$ cat config.mk
export PLATFORM = sky130hd
export DESIGN_NAME = wb_port_arbiter
export DESIGN_NICKNAME = d
export VERILOG_FILES = /design/src/rtl/cpu_types_pkg.sv /design/src/rtl/wb_result_fifo.sv /design/src/rtl/wb_port_arbiter.sv
export SDC_FILE = /design/constraint.sdc
export NUM_CORES = 1
export LEC_CHECK = 0
export CORE_MARGIN = 1.5
export CORE_UTILIZATION = 45
export CTS_CLUSTER_SIZE = 24
export DETAILED_ROUTE_END_ITERATION = 10
export PLACE_DENSITY = 0.77
export SYNTH_ARGS = -nofsm -noshare
export SYNTH_HDL_FRONTEND = slang
export SYNTH_SLANG_ARGS = --single-unit
$ cat constraint.sdc
create_clock -name CLK -period 2.05 [get_ports CLK]
set_input_delay 0.3075 -clock CLK [delete_from_list [all_inputs] [get_ports CLK]]
set_output_delay 0.3075 -clock CLK [all_outputs]
set_load 0.01 [all_outputs]
$ cat src/rtl/cpu_types_pkg.sv
// Shared CPU types plus the write-back arbiter's state and queue-entry types.
package cpu_types_pkg;

    typedef logic [31:0] word_t;
    typedef logic [4:0]  regbits_t;

    typedef enum logic {
        NORMAL = 1'b0,
        STEAL  = 1'b1
    } arb_state_t;

    typedef struct packed {
        logic     valid;
        regbits_t wsel;
        word_t    wdat;
    } lu_entry_t;

endpackage

$ cat src/rtl/wb_result_fifo.sv
// In-order queue of long-unit results with squash-by-register and a registered
// mask of registers still targeted by live entries.
module wb_result_fifo
    import cpu_types_pkg::*;
#(
    parameter int DEPTH = 2
) (
    input  logic        clk,
    input  logic        rst_n,
    input  logic        push_i,
    input  regbits_t    push_wsel_i,
    input  word_t       push_wdat_i,
    input  logic        pop_i,
    input  logic        squash_i,
    input  regbits_t    squash_wsel_i,
    output logic        full_o,
    output logic        empty_o,
    output lu_entry_t   head_o,
    output logic [31:0] pend_mask_o
);

    localparam int AW = $clog2(DEPTH);
    localparam logic [AW:0] PTR_ONE = (AW+1)'(1);

    logic [AW:0] wptr_q, wptr_d, rptr_q, rptr_d;
    lu_entry_t   mem_q [DEPTH];
    lu_entry_t   mem_d [DEPTH];
    logic [31:0] pend_q, pend_d;

    assign empty_o     = (wptr_q == rptr_q);
    assign full_o      = (wptr_q[AW] != rptr_q[AW]) && (wptr_q[AW-1:0] == rptr_q[AW-1:0]);
    assign head_o      = mem_q[rptr_q[AW-1:0]];
    assign pend_mask_o = pend_q;

    // Squash runs before the push so a same-cycle arrival survives; popped
    // slots are cleared so unoccupied slots never contribute to the mask.
    always_comb begin
        mem_d  = mem_q;
        wptr_d = wptr_q;
        rptr_d = rptr_q;
        if (squash_i) begin
            for (int i = 0; i < DEPTH; i++) begin
                if (mem_q[i].valid && (mem_q[i].wsel == squash_wsel_i)) begin
                    mem_d[i].valid = 1'b0;
                end
            end
        end
        if (pop_i && !empty_o) begin
            mem_d[rptr_q[AW-1:0]].valid = 1'b0;
            rptr_d = rptr_q + PTR_ONE;
        end
        if (push_i && !full_o) begin
            mem_d[wptr_q[AW-1:0]] = '{valid: 1'b1, wsel: push_wsel_i, wdat: push_wdat_i};
            wptr_d = wptr_q + PTR_ONE;
        end
        pend_d = '0;
        for (int i = 0; i < DEPTH; i++) begin
            if (mem_d[i].valid) begin
                pend_d[mem_d[i].wsel] = 1'b1;
            end
        end
    end

    always_ff @(posedge clk or negedge rst_n) begin
        if (!rst_n) begin
            wptr_q <= '0;
            rptr_q <= '0;
            pend_q <= '0;
            for (int i = 0; i < DEPTH; i++) begin
                mem_q[i] <= '0;
            end
        end else begin
            wptr_q <= wptr_d;
            rptr_q <= rptr_d;
            pend_q <= pend_d;
            for (int i = 0; i < DEPTH; i++) begin
                mem_q[i] <= mem_d[i];
            end
        end
    end

endmodule

$ cat src/rtl/wb_port_arbiter.sv
// Shares the register-file write port between pipeline write-back and queued
// long-unit results; a starvation counter occasionally stalls write-back.
module wb_port_arbiter
    import cpu_types_pkg::*;
#(
    parameter int DEPTH        = 2,
    parameter int STARVE_LIMIT = 4
) (
    input  logic        CLK,
    input  logic        nRST,
    input  logic        wb_valid,
    input  logic        wb_wen,
    input  regbits_t    wb_wsel,
    input  word_t       wb_wdat,
    output logic        wb_ack,
    output logic        pipe_stall,
    input  logic        lu_valid,
    output logic        lu_ready,
    input  regbits_t    lu_wsel,
    input  word_t       lu_wdat,
    output logic        rf_wen,
    output regbits_t    rf_wsel,
    output word_t       rf_wdat,
    output logic [31:0] pend_mask
);

    localparam int CW = $clog2(STARVE_LIMIT + 1);
    localparam logic [CW-1:0] LIMIT   = CW'(STARVE_LIMIT);
    localparam logic [CW-1:0] CNT_ONE = CW'(1);

    arb_state_t    state_q, state_d;
    logic [CW-1:0] cnt_q, cnt_d;
    logic          fifo_full, fifo_empty;
    lu_entry_t     head;
    logic          push, pop, squash, pipe_req;
    logic          rf_wen_c, wb_ack_c, pipe_stall_c;

    assign pipe_req = wb_valid & wb_wen & (wb_wsel != '0);
    assign lu_ready = nRST & ~fifo_full;
    assign push     = lu_valid & lu_ready & (lu_wsel != '0);

    assign rf_wen     = nRST & rf_wen_c;
    assign wb_ack     = nRST & wb_ack_c;
    assign pipe_stall = nRST & pipe_stall_c;

    wb_result_fifo #(.DEPTH(DEPTH)) u_fifo (
        .clk           (CLK),
        .rst_n         (nRST),
        .push_i        (push),
        .push_wsel_i   (lu_wsel),
        .push_wdat_i   (lu_wdat),
        .pop_i         (pop),
        .squash_i      (squash),
        .squash_wsel_i (wb_wsel),
        .full_o        (fifo_full),
        .empty_o       (fifo_empty),
        .head_o        (head),
        .pend_mask_o   (pend_mask)
    );

    // A squashed head still pops but writes nothing and leaves the counter alone.
    always_comb begin
        state_d      = state_q;
        cnt_d        = cnt_q;
        rf_wen_c     = 1'b0;
        rf_wsel      = head.wsel;
        rf_wdat      = head.wdat;
        wb_ack_c     = 1'b0;
        pipe_stall_c = 1'b0;
        pop          = 1'b0;
        squash       = 1'b0;
        if (state_q == NORMAL) begin
            wb_ack_c = wb_valid;
            if (pipe_req) begin
                rf_wen_c = 1'b1;
                rf_wsel  = wb_wsel;
                rf_wdat  = wb_wdat;
                squash   = 1'b1;
                if (!fifo_empty && (cnt_q != LIMIT)) begin
                    cnt_d = cnt_q + CNT_ONE;
                end
            end else if (!fifo_empty) begin
                rf_wen_c = head.valid;
                pop      = 1'b1;
                if (head.valid) begin
                    cnt_d = '0;
                end
            end else begin
                cnt_d = '0;
            end
            if (cnt_d == LIMIT) begin
                state_d = STEAL;
            end
        end else begin
            pipe_stall_c = 1'b1;
            cnt_d        = '0;
            state_d      = NORMAL;
            if (!fifo_empty) begin
                rf_wen_c = head.valid;
                pop      = 1'b1;
            end
        end
    end

    always_ff @(posedge CLK or negedge nRST) begin
        if (!nRST) begin
            state_q <= NORMAL;
            cnt_q   <= '0;
        end else begin
            state_q <= state_d;
            cnt_q   <= cnt_d;
        end
    end

endmodule

==> flow_summary.ini, run 1 <==
[power_and_ir_drop]
powerDensity_nw_per_um2 = 1410
seqPwrFrac_pct = 27.1
p_int_mw = 8.36
p_clk_share_pct = 21.7
p_leak_nw = 4.37
power.total_mw = 14.0
power_frac_comb_pct = 51.2
p_switching_mw = 5.61
p_sw_share_pct = 40.2
peakVddDrop_mv = 0.797

[cells_and_area]
postLayoutCoreUtil_pct = 78.1
antennaDiodeCount = 0
drive_gt1_share_pct = 39.4
nNetsFinal = 929
fillCellCount = 765
syn2layout_area_growth_pct = 68.2

[drt]
wl_um = 21700
viasPerCell = 5.94
dr.pass1.iters = 6
drc = 0
drtAntennaViolNets = 0
dr.first_iter.drc_count = 423
vias = 6134
wl_per_cell_um = 21.0

[yosys]
synth_top_family_by_area = compound AO/OA/AOI/OAI gates
synthAdderAreaFrac_pct = 0.424
async_flop_share_pct = 100
ys.flop_type = dfrtp_1
synth_warnings = 0
syn_area_per_cell_um2 = 9.73
syn-num-nets = 688
synth_xor_xnor_area_share_pct = 2.37
synth_cells = 607
synth_mux_area_share_pct = 13.3
synth-simple-area-share_pct = 15.6
synth_compound_area_share_pct = 16.0
synth.distinct_cells = 46
synth_area_um2 = 5910
synth-seq-area-share_pct = 49.2
synth_edf_count = 0
synth_seq_cells = 116

[placement]
place_congestion = 0.937
place_ws_ns = -0.770
io_buffers = 151
place_hpwl_um = 11900

[worst_setup_path]
cp_max_fo = 8
end_kind = flip-flop
cpPeakStageDelay_ns = 0.54
startpoint_type = flip-flop
crit_required_ns = 2.32
cpMaxStageDelayCell = o21ai_2
cpLargestDelayFamily = compound AO/OA/AOI/OAI gates
cp.buffers_inverters = 1
worstSetupPathType = flip-flop to flip-flop
crit_chain = xor2_4, a21oi_1, nand2_1, buf_4, o21ai_2, o32ai_2
r2r_slack_ns = -0.29
arrival_ns = 2.60

[grt]
grt_pass1_vias = 6305
grt.total_usage_pct = 30.2
grt_max_degree = 59
grt_pass1_wl_um = 32600
antenna_found_initial = 0
overflow = 0

[clock_network]
cts_sinks = 116
clk_root_buffer_cell = clkbuf_16
cts_buffer_depth = 2
tritoncts = built
numCtsBuffers = 17
clk_pin_slew_ns = 0.05
clk_latency_ns = 0.42
h-tree-depth = 4

[floorplan]
rows = 41
die-area_um2 = 13800
die_h_um = 118
initial_core_util_pct = 46.4
design.core.area_um2 = 12700
boundaryPins = 152
die_x_um = 118

[timing]
tightest_slew_ns = 0.728
period_share_pct = 114
rsz0062_at_grt = yes
max_slew_margin_pct = 51.5
fin_ws_ns = -0.287
setup_viol = 70
finalSetupTns_ns = -12.43
finalCriticalPeriod_ns = 2.34
maxSlewViolCount = 0
final-hold-violation-count = 0
finalClockSkew_ns = 0.00960
whs_ns = 0.0958
max_freq_ghz = 0.428

[outcome]
status = complete, but fails checks
violations = negative setup slack

[flow_run]
max_cap_violations = 0

[hold_path]
hold_path.class = input port to async pin
[synth_stat cells, types with 2 or more instances]
library cell	number	area, um^2
o211ai_1	2	15.0
ha_1	2	25.0
o22ai_1	30	188
mux2_2	34	383
nand2_1	124	465
buf_1	5	18.8
a31oi_2	2	25.0
o32ai_1	24	210
a21oi_1	54	270
a22oi_1	2	15.0
nor2_1	51	191
o21ai_1	3	15.0
xnor2_1	10	87.6
nor2b_1	2	12.5
nand3_1	6	30.0
clkbuf_1	19	71.3
xor2_1	6	52.6
a21boi_0	2	15.0
o21ai_0	7	35.0
a21o_1	2	15.0
dfrtp_1	116	2900
buf_2	12	60.1
mux2i_1	40	400
nor3_1	6	30.0
or4_4	2	22.5
and4_1	3	26.3
and2_1	2	12.5
and3b_1	2	17.5
or2_2	2	12.5
inv_1	7	26.3
nand2b_1	8	50.1
nor4_1	6	37.5
[worst reg2reg max path, stage by stage (launching register included)]
cell,delay (ns)
dfrtp_2,0.45
xor2_4,0.22
a21oi_1,0.37
nand2_1,0.19
buf_4,0.21
o21ai_2,0.54
o32ai_2,0.21
[power by group through the flow]
stage          combinational [mW]  sequential (mW)  clock (mW)
6_report                     7.15             3.79        3.03
3_3_place_gp                 5.70             3.67           0
3_5_place_dp                 5.85             3.74           0
5_1_grt                      7.52             3.85        3.16
2_1_floorplan                3.30             3.61           0
4_1_cts                      6.62             3.70        3.02
[metal layers]
| metal | wire length, um | GRT usage [%] | part of all wire, % | vias up |
|---|---|---|---|---|
| li1 | - | - | - | 2653 |
| met1 | 7910 | 33.0 | 36 | 2992 |
| met2 | 11000 | 52.6 | 51 | 371 |
| met3 | 1580 | 8.58 | 7.3 | 118 |
| met4 | 1220 | 17.0 | 5.6 | 0 |
| met5 | 0 | 0 | 0 | - |
[sequential cells by signal, indices dropped and copies added, names as in the netlist]
register            cells
u_fifo.rptr_q           2
u_fifo.pend_mask_o     32
cnt_q                   3
u_fifo.mem_q           76
state_q                 1
u_fifo.wptr_q           2
[final cells by class]
| type | count | area (um^2) | area share, % |
|---|---|---|---|
| multi-input combinational | 447 | 3590 | 36.1 |
| sequential | 116 | 2910 | 29.3 |
| timing repair buffer | 259 | 2600 | 26.2 |
| clock buffer | 21 | 470 | 4.74 |
| tap | 172 | 215 | 2.17 |
| clock inverter | 10 | 130 | 1.31 |
| inverter | 7 | 26.3 | 0.265 |
[final timing paths]
path	to	cells after the start	start
max in group asynchronous	u_fifo.mem_q[2]	4	nRST
max	u_fifo.pend_mask_o[0]	6	u_fifo.rptr_q[1]
min	u_fifo.wptr_q[1]	3	nRST
min in group CLK	u_fifo.mem_q[74]	4	lu_wsel[4]
min reg2reg	u_fifo.mem_q[42]	2	u_fifo.mem_q[42]
max reg2reg	u_fifo.pend_mask_o[0]	6	u_fifo.rptr_q[1]
[kinds of logic after synthesis]
| group | Yosys count |
|---|---|
| simple gates | 216 |
| compound gates | 139 |
| xor+xnor | 16 |
| flops | 116 |
| buf+inv | 44 |
| fa+ha+maj | 2 |
| mux | 74 |
[cell usage in the layout, fill, tap and decap left out, types with 4 or more instances in the layout]
master	instances
nand2_1	121
dfrtp_1	114
clkdlybuf4s50_1	103
buf_4	64
mux2i_1	40
buf_2	35
mux2_2	34
a21oi_2	27
a21oi_1	24
o22ai_1	24
nor2_4	23
buf_6	22
o32ai_2	20
clkbuf_16	18
nor2_1	17
buf_12	16
nor2_2	11
xnor2_1	8
nand2b_1	8
inv_1	7
o21ai_0	6
nor3_1	6
buf_16	6
nand3_1	5
o22ai_2	5
clkinv_2	5
xor2_1	4
o32ai_4	4
dlymetal6s2s_1	4
buf_8	4
[through the flow]
stage | instance area, um^2 | std cells
final | 9930 | 1032
after global routing | 9930 | 1032
after CTS | 9790 | 1039
after detailed placement | 8190 | 970
after global placement | 8190 | 970
after floorplan | 5930 | 607
[what timing repair did]
item / CTS / global route
gates resized for setup: 311 / 61
setup endpoints to repair: 107 / 137
hold buffers: 1 / 0
endpoints found under the hold margin: 58 / 0
pin swaps: 20 / 11
buffers inserted: 28 / 0
gates cloned: 9 / 1
(Power assumes the default switching activity.)
==> run 2: changes to the inputs <==
--- a/config.mk
+++ b/config.mk
@@ -9,7 +9,9 @@
 export CORE_UTILIZATION = 45
 export CTS_CLUSTER_SIZE = 24
 export DETAILED_ROUTE_END_ITERATION = 10
+export GPL_ROUTABILITY_DRIVEN = 0
 export PLACE_DENSITY = 0.77
+export REMOVE_ABC_BUFFERS = 1
 export SYNTH_ARGS = -nofsm -noshare
 export SYNTH_HDL_FRONTEND = slang
 export SYNTH_SLANG_ARGS = --single-unit
==> flow_summary.ini, run 2 (synthesis results as in run 1) <==
[outcome]
status = complete, but fails checks
violations = negative setup slack

[clock_network]
numCtsBuffers = 17
clk_latency_ns = 0.41
clk_pin_slew_ns = 0.05
cts_sinks = 116
cts_buffer_depth = 2
h-tree-depth = 4
tritoncts = built
clk_root_buffer_cell = clkbuf_16

[drt]
drt-met1-wl_um = 7380
wl_per_cell_um = 19.2
dr.pass1.iters = 6
top_layer_used = met4
met3_length_um = 1790
dr.first_iter.drc_count = 417
drc = 0
wl_met2_um = 9950
vias = 6084
viasPerCell = 5.85
wl_um = 20000
drtAntennaViolNets = 0

[cells_and_area]
largest_register_ffs = 76
postLayoutCoreUtil_pct = 74.5
antennaDiodeCount = 0
final_common_cell = nand2_1
regMostFlops = u_fifo.mem_q
stdcell_count = 1040
final_area_um2 = 9480
syn2layout_area_growth_pct = 60.5
nNetsFinal = 936
final_cell_mix = nand2_1, dfrtp_1, clkdlybuf4s50_1
drive_gt1_share_pct = 36.5

[floorplan]
design.core.area_um2 = 12700
die-area_um2 = 13800
die_x_um = 118
initial_core_util_pct = 46.4
boundaryPins = 152
rows = 41
die_h_um = 118

[timing]
max_slew_margin_pct = 57.0
fin_ws_ns = -0.254
finalCriticalPeriod_ns = 2.30
max_freq_ghz = 0.434
finalSetupTns_ns = -9.88
finalClockSkew_ns = 0.0115
final-hold-violation-count = 0
setup_viol = 69
maxSlewViolCount = 0
tightest_slew_ns = 0.638
rsz0062_at_grt = yes
period_share_pct = 112
whs_ns = 0.0701

[worst_setup_path]
crit_required_ns = 2.32
cp_max_fo = 8
cpPeakStageDelay_ns = 0.41
end_kind = flip-flop
startpoint_type = flip-flop
crit_chain = and3b_2, o21ai_4, buf_4, buf_6, buf_6, o41a_4, a41oi_4, clkbuf_16, o32ai_1
arrival_ns = 2.58
worstSetupPathType = flip-flop to flip-flop
r2r_slack_ns = -0.25
cpMaxStageDelayCell = o41a_4
crit_top_cell = buf_6

[placement]
io_buffers = 151
place_hpwl_um = 12300
place_ws_ns = -0.852
placed_area_um2 = 8280
dpl.cell_count = 983

[grt]
overflow = 0
antenna_found_initial = 0
grt_pass1_wl_um = 30400
grt_pass1_vias = 6127
grt_max_degree = 47
grt.total_usage_pct = 27.7

[power_and_ir_drop]
seqPwrFrac_pct = 27.8
p_leak_nw = 4.30
p_switching_mw = 5.17
p_clk_share_pct = 22.4
powerDensity_nw_per_um2 = 1420
power_frac_comb_pct = 49.8
p_int_mw = 8.30
power.total_mw = 13.5
peakVddDrop_mv = 0.848
p_sw_share_pct = 38.4

[hold_path]
hold_path.class = input port to async pin

[flow_run]
max_cap_violations = 0
[run 2: area by class of cell]
class	instances	area (um^2)
Clock inverter	9	126
Sequential cell	116	2900
Clock buffer	23	478
Multi-Input combinational cell	447	3270
Tap cell	172	215
Fill cell	846	3240
Inverter	7	26.3
Timing Repair Buffer	266	2460
[run 2: worst max-delay path: cells and delay by family (launching register included)]
family          cells  cell delay [ns]
buf+inv             4             0.64
simple gates        1             0.28
flops               1             0.38
compound gates      4             0.87
[run 2: repair_timing]
item | in CTS | in global routing
hold buffers | 1 | 0
endpoints found under the setup margin | 133 | 73
cloned | 3 | 0
setup buffers | 17 | 5
pin swaps | 15 | 9
gates resized for setup | 247 | 63
hold endpoints to repair | 4 | 0
[run 2: path summary, 6_finish.rpt]
path                                       start                     to  cells after the start
worst min register to register  u_fifo.mem_q[52]       u_fifo.mem_q[52]                      2
worst max register to register           state_q  u_fifo.pend_mask_o[6]                      9
worst min-delay path                        nRST       u_fifo.mem_q[63]                      3
max in group asynchronous                   nRST               cnt_q[2]                      3
worst max-delay path                     state_q  u_fifo.pend_mask_o[6]                      9
min in group CLK                     lu_wdat[12]       u_fifo.mem_q[50]                      3
[run 2: routing by layer]
| layer | global-route usage, % | vias up |
|---|---|---|
| li1 | - | 2657 |
| met1 | 31.8 | 2940 |
| met2 | 47.5 | 399 |
| met3 | 7.66 | 88 |
| met4 | 14.1 | 0 |
| met5 | 0 | - |
[run 2: power groups by stage]
| stage | registers (mW) | clock network (mW) | logic [mW] |
|---|---|---|---|
| 2_1_floorplan | 3.77 | 0 | 3.02 |
| 3_3_place_gp | 3.69 | 0 | 5.74 |
| 3_5_place_dp | 3.75 | 0 | 5.90 |
| 4_1_cts | 3.71 | 3.05 | 6.11 |
| 5_1_grt | 3.83 | 3.17 | 7.13 |
| 6_report | 3.75 | 3.02 | 6.70 |
